--- src/rtl/ps2_pkg.sv ---
// Scan-code constants and prefix FSM encodings shared by the PS/2 receiver and decoder.
package ps2_pkg;

  localparam logic [7:0] SC_EXT   = 8'hE0;
  localparam logic [7:0] SC_BRK   = 8'hF0;
  localparam logic [7:0] SC_LEFT  = 8'h6B;
  localparam logic [7:0] SC_RIGHT = 8'h74;
  localparam logic [7:0] SC_A     = 8'h1C;
  localparam logic [7:0] SC_D     = 8'h23;
  localparam logic [7:0] SC_SPACE = 8'h29;
  localparam logic [7:0] SC_P     = 8'h4D;

  typedef enum logic [1:0] {
    ST_IDLE    = 2'd0,
    ST_EXT     = 2'd1,
    ST_BRK     = 2'd2,
    ST_EXT_BRK = 2'd3
  } ps2_state_t;

  function automatic logic is_prefix(input logic [7:0] b);
    return (b == SC_EXT) || (b == SC_BRK);
  endfunction

endpackage

--- src/rtl/ps2_prefix_timer.sv ---
// Saturating cycle counter that flags when a prefix state has waited too long.
module ps2_prefix_timer #(
  parameter int TIMEOUT_CYC = 2500000
) (
  input  logic iVGA_CLK,
  input  logic iRST_n,
  input  logic clear,
  input  logic run,
  output logic expired
);

  localparam int CNT_W = (TIMEOUT_CYC > 1) ? $clog2(TIMEOUT_CYC) : 1;
  localparam logic [CNT_W-1:0] LAST = CNT_W'(TIMEOUT_CYC - 1);

  logic [CNT_W-1:0] count;

  always_ff @(posedge iVGA_CLK or negedge iRST_n) begin
    if (!iRST_n)
      count <= '0;
    else if (clear)
      count <= '0;
    else if (run && (count != LAST))
      count <= count + CNT_W'(1);
  end

  assign expired = run && (count == LAST);

endmodule

--- src/rtl/ps2_key_decoder.sv ---
// Turns PS/2 scan-code bytes into held-key levels for game control, with prefix timeout.
module ps2_key_decoder
  import ps2_pkg::*;
#(
  parameter int TIMEOUT_CYC = 2500000
) (
  input  logic       iVGA_CLK,
  input  logic       iRST_n,
  input  logic [7:0] ps2_key_data,
  input  logic       ps2_key_pressed,
  output logic       move_left,
  output logic       move_right,
  output logic       fire,
  output logic       pause,
  output logic       frame_err
);

  ps2_state_t state, state_d;
  logic pressed_q, armed, accept, expired;
  logic left_ext, a_held, right_ext, d_held, space_held, p_held, pause_q;
  logic left_ext_d, a_held_d, right_ext_d, d_held_d, space_held_d, p_held_d, pause_d;
  logic frame_err_q, frame_err_d, move_left_q, move_right_q;
  logic left_any_d, right_any_d;

  // armed blocks an accept in the first cycle after reset if the flag is already high
  assign accept = armed && ps2_key_pressed && !pressed_q;

  ps2_prefix_timer #(.TIMEOUT_CYC(TIMEOUT_CYC)) u_timer (
    .iVGA_CLK (iVGA_CLK),
    .iRST_n   (iRST_n),
    .clear    (accept || (state == ST_IDLE)),
    .run      (state != ST_IDLE),
    .expired  (expired)
  );

  always_ff @(posedge iVGA_CLK or negedge iRST_n) begin
    if (!iRST_n) begin
      state        <= ST_IDLE;
      pressed_q    <= 1'b0;
      armed        <= 1'b0;
      left_ext     <= 1'b0;
      a_held       <= 1'b0;
      right_ext    <= 1'b0;
      d_held       <= 1'b0;
      space_held   <= 1'b0;
      p_held       <= 1'b0;
      pause_q      <= 1'b0;
      frame_err_q  <= 1'b0;
      move_left_q  <= 1'b0;
      move_right_q <= 1'b0;
    end else begin
      state        <= state_d;
      pressed_q    <= ps2_key_pressed;
      armed        <= 1'b1;
      left_ext     <= left_ext_d;
      a_held       <= a_held_d;
      right_ext    <= right_ext_d;
      d_held       <= d_held_d;
      space_held   <= space_held_d;
      p_held       <= p_held_d;
      pause_q      <= pause_d;
      frame_err_q  <= frame_err_d;
      move_left_q  <= left_any_d && !right_any_d;
      move_right_q <= right_any_d && !left_any_d;
    end
  end

  always_comb begin
    state_d      = state;
    left_ext_d   = left_ext;
    a_held_d     = a_held;
    right_ext_d  = right_ext;
    d_held_d     = d_held;
    space_held_d = space_held;
    p_held_d     = p_held;
    pause_d      = pause_q;
    frame_err_d  = 1'b0;

    if (accept) begin
      case (state)
        ST_IDLE: begin
          if (ps2_key_data == SC_EXT)
            state_d = ST_EXT;
          else if (ps2_key_data == SC_BRK)
            state_d = ST_BRK;
          else begin
            case (ps2_key_data)
              SC_A:     a_held_d     = 1'b1;
              SC_D:     d_held_d     = 1'b1;
              SC_SPACE: space_held_d = 1'b1;
              SC_P: begin
                // typematic repeats arrive with p_held already set
                if (!p_held)
                  pause_d = !pause_q;
                p_held_d = 1'b1;
              end
              default: ;
            endcase
          end
        end
        ST_EXT: begin
          if (ps2_key_data == SC_BRK)
            state_d = ST_EXT_BRK;
          else begin
            state_d = ST_IDLE;
            if (ps2_key_data == SC_LEFT)
              left_ext_d = 1'b1;
            else if (ps2_key_data == SC_RIGHT)
              right_ext_d = 1'b1;
          end
        end
        ST_BRK: begin
          state_d = ST_IDLE;
          if (is_prefix(ps2_key_data))
            frame_err_d = 1'b1;
          else begin
            case (ps2_key_data)
              SC_A:     a_held_d     = 1'b0;
              SC_D:     d_held_d     = 1'b0;
              SC_SPACE: space_held_d = 1'b0;
              SC_P:     p_held_d     = 1'b0;
              default: ;
            endcase
          end
        end
        default: begin
          state_d = ST_IDLE;
          if (is_prefix(ps2_key_data))
            frame_err_d = 1'b1;
          else if (ps2_key_data == SC_LEFT)
            left_ext_d = 1'b0;
          else if (ps2_key_data == SC_RIGHT)
            right_ext_d = 1'b0;
        end
      endcase
    end else if (expired) begin
      state_d     = ST_IDLE;
      frame_err_d = 1'b1;
    end

    left_any_d  = left_ext_d || a_held_d;
    right_any_d = right_ext_d || d_held_d;
  end

  assign move_left  = move_left_q;
  assign move_right = move_right_q;
  assign fire       = space_held;
  assign pause      = pause_q;
  assign frame_err  = frame_err_q;

endmodule

--- config.mk ---
export PLATFORM = sky130hd
export DESIGN_NAME = ps2_key_decoder
export DESIGN_NICKNAME = d
export VERILOG_FILES = /design/src/rtl/ps2_pkg.sv /design/src/rtl/ps2_prefix_timer.sv /design/src/rtl/ps2_key_decoder.sv
export SDC_FILE = /design/constraint.sdc
export NUM_CORES = 1
export LEC_CHECK = 0
export ABC_AREA = 1
export ABC_CLOCK_PERIOD_IN_PS = 1600
export CELL_PAD_IN_SITES_DETAIL_PLACEMENT = 0
export CELL_PAD_IN_SITES_GLOBAL_PLACEMENT = 2
export CORE_ASPECT_RATIO = 0.7
export CORE_UTILIZATION = 34
export CTS_BUF_LIST = sky130_fd_sc_hd__clkbuf_8
export DETAILED_ROUTE_END_ITERATION = 8
export PLACE_DENSITY_LB_ADDON = 0.12
export SETUP_SLACK_MARGIN = 0.05
export SLEW_MARGIN = 30
export SYNTH_ARGS = -nofsm -noshare
export SYNTH_HDL_FRONTEND = slang
export SYNTH_HIERARCHICAL = 1
export SYNTH_SLANG_ARGS = --single-unit
--- constraint.sdc ---
create_clock -name iVGA_CLK -period 1.6 [get_ports iVGA_CLK]
set_input_delay 0.32 -clock iVGA_CLK [delete_from_list [all_inputs] [get_ports iVGA_CLK]]
set_output_delay 0.32 -clock iVGA_CLK [all_outputs]
set_load 0.05 [all_outputs]
# Word level (Yosys, flattened, before mapping)
# Index checks and enable logic that the tools add are counted.
# classes
n_addsub	1
reduce_logical	25
shifts	0
n_eq_ne	20
magnitude_cmp	0
bitwise_logic	3
n_div	0
n_mux	52
multipliers	0
# op_table
op	count
$mux W22	2
$mux W1	38
$eq A8 B7 Y1 const B	3
$add A22 B1 Y22 const B	1
$eq A22 B22 Y1 const B	1
$ne A22 B22 Y1 const B	1
$eq A8 B6 Y1 const B	2
$eq A8 B8 Y1 const B	2
$reduce_and A7 Y1	2
$pmux W1 S2	6
$mux W2	5
$eq A8 B5 Y1 const B	1
$ne A2 B1 Y1 const B	4
$reduce_bool A2 Y1	4
$logic_and A1 B1 Y1	6
$ne A2 B2 Y1 const B	3
$reduce_and A6 Y1	1
$logic_not A1 Y1	4
$logic_or A1 B1 Y1	4
$ne A4 B2 Y1 const B	1
$pmux W2 S2	1
$reduce_or A2 Y1	2
$not A1 Y1	3
$eq A2 B1 Y1 const B	1
3 further kinds	3
# word_totals
register_bits	36
in_bits	11
mem_count	0
latchBits	0
ram_bits	0
elab_cells	115
mem_bits_ro	0

# Depth between registers and ports, before layout
# depth
ltp_word	9
ltp_mapped	12
depth_no_buf	11

# Cells and area by module
# The synthesis kept the hierarchy.
# by_module_without_submodules
mod	seq_area_each_um2	area_each_um2	cells_each	n_inst
ps2_prefix_timer	550.5	1556.5	242	1
ps2_key_decoder	350.3	922.1	136	1

# Worst setup path before layout
# Ideal clock, no wire load.
# synth_timing
path_type	flip-flop to flip-flop
startpoint	register u_timer.count[1]
endpoint	register u_timer.count[7]
synth_period_minus_slack_ns	1.459
setup_time_ns	0.121
path_stages_with_launch	12
setup_slack_ns	0.141
t_arrival_ns	1.338
cell_sequence	dfrtp_1 > ha_1 > nand2_1 > inv_1 > nand2_1 > nor2_2 > nand2_2 > nand2_2 > nand2_4 > buf_6 > nand2_1 > o21ai_1
# synth_between
elab_chain_cells	3
elab_cells_between_ends	6
# synth_lines
item	line	text
from (decl)	ps2_prefix_timer.sv:15	logic [CNT_W-1:0] count;
from (signal assigned)	ps2_prefix_timer.sv:23	count <= count + CNT_W'(1);
$add A22 B1 Y22 or $ne A22 B22 Y1 (tied branches)	ps2_prefix_timer.sv:23, ps2_prefix_timer.sv:22	
$mux W22 or $logic_and A1 B1 Y1 (tied branches)	ps2_prefix_timer.sv:22	else if (run && (count != LAST))
$mux W22 or $reduce_bool A2 Y1 (tied branches)	n/a	
# Parallel ways exist; a longest one is shown, timed or not. The select of a mux whose other input is x is not followed.
# A chain may end at the register's enable or synchronous reset.

# Worst setup path in the final report
# Same ends and word-level chain as after synthesis.

==> impl_metrics.py <==
metrics = {
    "grt": {
        "grt_max_degree": 37,
        "globalRoute.totalOverflow": 0,
        "global_route_wire_length_before_repair_um": 11600,
        "grt_pass1_vias": 2235,
        "antenna_found_initial": 0,
        "grt_util_all_layers_pct": 20.1,
    },
    "synth": {
        "synth-async-reset-ratio_pct": 100,
        "synth_flop_cell": "dfrtp_1",
        "syn_area_per_cell_sq_um": 6.56,
        "yosys_warning_count": 6,
        "yosysTopAreaCell": "dfrtp_1",
        "post_synth_main_area_contributors": "dfrtp_1 36%, nand2_1 20%, nor2_1 9.1%",
        "flop_and_latch_count_out_of_synthesis": 36,
        "number_of_synthesized_flops_with_an_enable_pin": 0,
        "synthMostInstantiatedCell": "nand2_1",
        "synthesized_area_sq_um": 2480,
        "post_synth_most_frequent_cells": "129 x nand2_1, 60 x nor2_1, 45 x inv_1",
        "synth.net_count": 390,
        "netlist.area_leader.share_pct": 36.3,
        "synth_sequential_area_ratio_pct": 36.3,
        "syn_inst": 378,
        "post_synth_num_cell_types": 32,
    },
    "cts": {
        "ctsRootBufferMaster": "clkbuf_8",
        "clock_transition_at_the_registers_of_the_reported_paths_ns": 0.08,
        "clockBufferDepth": 2,
        "htree_levels": 2,
        "cts-hold-fix-buffers": 0,
        "number_of_buffers_inserted_during_clock_tree_synthesis": 5,
        "cts.sink_count": 36,
        "insertion_delay_ns": 0.30,
        "cts_tree": "built",
    },
    "critical_path": {
        "start_kind": "flop",
        "setup.worst_path.class": "reg2reg",
        "timing.critical_path.from": "u_timer/count[1]$_DFFE_PN0P_",
        "critical_path_sink_type": "flop",
        "timing.critical_path.fanout_max": 5,
        "worst-r2r-cell-count": 11,
        "critical_path_required_ns": 1.79,
        "r2r_start": "u_timer/count[1]$_DFFE_PN0P_",
        "timing.critical_path.to": "u_timer/count[7]$_DFFE_PN0P_",
        "cp_arrival_ns": 1.75,
        "regToRegSetupSlack_ns": 0.04,
        "timing.rr.end": "u_timer/count[7]$_DFFE_PN0P_",
    },
    "placed_design": {
        "placement.setup.worst_slack_ns": -0.254,
        "dp_hpwl_um": 5470,
        "placement.io_buffers": 15,
        "last_weighted_congestion_value_of_the_routability_driven_placer": 0.844,
    },
    "layout": {
        "ff_latch_area_sq_um": 903,
        "multi_input_area_sq_um": 1470,
        "final_nets": 448,
        "antenna_cells": 0,
        "nFillCells": 739,
        "post_route_cells_drive_above_1_share_pct": 26.5,
        "area_growth_from_synthesis_to_layout_pct": 31.7,
        "final_core_utilization_pct": 47.2,
    },
    "sta": {
        "max_clock_freq_mhz": 640,
        "holdWs_ns": 0.0605,
        "finalWorstPathRequiredPeriod_ns": 1.56,
        "grt_setup_unrepaired": "true",
        "skew_ns": 0.00583,
        "timing.final.max_slew_violations": 0,
        "finalHoldViolations": 0,
        "postLayoutSetupSlackWorst_ns": 0.0368,
        "setup_viol_count_final": 0,
        "final.period_utilization_pct": 97.7,
    },
    "status": {
        "status": "finished, final reports clean",
    },
    "worst_hold_path": {
        "worst_min_delay_path_class": "in2async",
    },
    "power_and_ir_drop": {
        "peakVddDrop_mv": 0.264,
        "power_leakage_nw": 1.56,
        "power_per_cell_area_nw_per_um2": 597,
    },
    "floorplan": {
        "core_area_sq_um": 6910,
        "start_util_pct": 35.9,
        "die-height_um": 73.4,
        "die_outline_area_sq_um": 7640,
        "rows": 25,
        "die_width_um": 104,
        "io-pin-count": 16,
    },
    "detailed_routing": {
        "drt_first_pass_iters": 4,
        "route.antenna.remaining_nets": 0,
        "vias": 2461,
        "vias_per_cell": 4.63,
        "detail_route.iter0.violations": 129,
        "wl_per_cell_um": 13.1,
        "drc": 0,
        "postRouteWirelength_um": 6980,
    },
    "flow_run": {
        "max_cap_violations": 0,
    },
}
## how the worst min path moves through the flow
stage               slack (ns)  depth (start not counted)                      endpoint
floorplan                 0.02                          0              a_held$_DFF_PN0_
global placement          0.40                          2              fire$_DFFE_PN0P_
detailed placement        0.40                          2              fire$_DFFE_PN0P_
CTS                       0.08                          2  u_timer/count[8]$_DFFE_PN0P_
global route              0.10                          2  u_timer/count[8]$_DFFE_PN0P_
finish                    0.06                          2              fire$_DFFE_PN0P_
## logic make-up after synthesis
logic type,count (synthesis),share of synthesized area [%]
compound gates,17,4.14
xor+xnor,10,3.53
fa+ha+maj,1,0.505
buf+inv,56,9.64
flops,36,36.3
other cells,1,0.151
simple gates,257,45.7
## cells in the final DEF (no fill, tap or decap), types with 4 or more instances in the layout
master | synthesis | routed
clkbuf_8 | 0 | 5
dfrtp_1 | 36 | 34
xor2_1 | 10 | 10
o21ai_0 | 4 | 4
buf_4 | 0 | 43
nor2_2 | 5 | 15
o21ai_1 | 7 | 5
nor2_1 | 60 | 48
nand3_2 | 1 | 4
nor2_4 | 4 | 6
clkdlybuf4s50_1 | 0 | 9
inv_1 | 45 | 43
nand4_1 | 16 | 16
nand2_2 | 6 | 16
nand2_1 | 129 | 118
inv_2 | 4 | 6
nand3_1 | 28 | 25
## metrics by stage
step	power (mW)	area, sq um	setup TNS (ns)	instances
final	1.95	3260	0	531
after global routing	2.05	3260	-0.199	531
after CTS	1.96	3140	0	530
after detailed placement	1.26	3020	-1.80	522
after global placement	1.26	3020	-1.35	522
after floorplan	1.11	2480	0	378
## layer usage
metal	part of all wire [%]	routed length [um]	global-route usage (%)
met1	59	4120	32.7
met2	36	2490	27.1
met3	4.7	325	3.19
met4	0.54	38	3.81
met5	0	0	0
## state kept, by name (all words and copies together), names as in the netlist
signal / cells
u_timer/count: 22
state: 2
a_held: 1
armed: 1
d_held: 1
fire: 1
frame_err: 1
left_ext: 1
move_left: 1
move_right: 1
p_held: 1
pause: 1
pressed_q: 1
right_ext: 1
## report_power, final
part / total [mW] / internal, mW / switching, mW
sequential: 0.926 / 0.918 / 0.00751
combinational: 0.343 / 0.120 / 0.222
clock: 0.678 / 0.308 / 0.370
## final cells by class
cell class	count	area share, %
well taps	94	3.60
repair buffers	57	14.7
multi-input cells	286	45.2
clock buffers	5	2.11
inverters	50	5.98
clock inverters	3	0.729
flip-flops and latches	36	27.7
## critical path, cell delays in order (launching register included)
cell and delay (ns):
dfrtp_1 0.40, ha_4 0.18, nand2_2 0.06, inv_2 0.10
nand2_2 0.07, nor2_4 0.12, nand2_2 0.07, nand2_2 0.09
nand2_4 0.11, buf_6 0.15, nand2_2 0.04, o21ai_1 0.06
## what timing repair did
action / 4_1_cts / 5_1_grt
pin swaps: 1 / 15
setup buffers: 0 / 1
resized for setup: 7 / 37
hold endpoints to repair: 0 / 0
endpoints found under the setup margin: 24 / 28
Note: power is estimated with default switching activity, not from simulation.
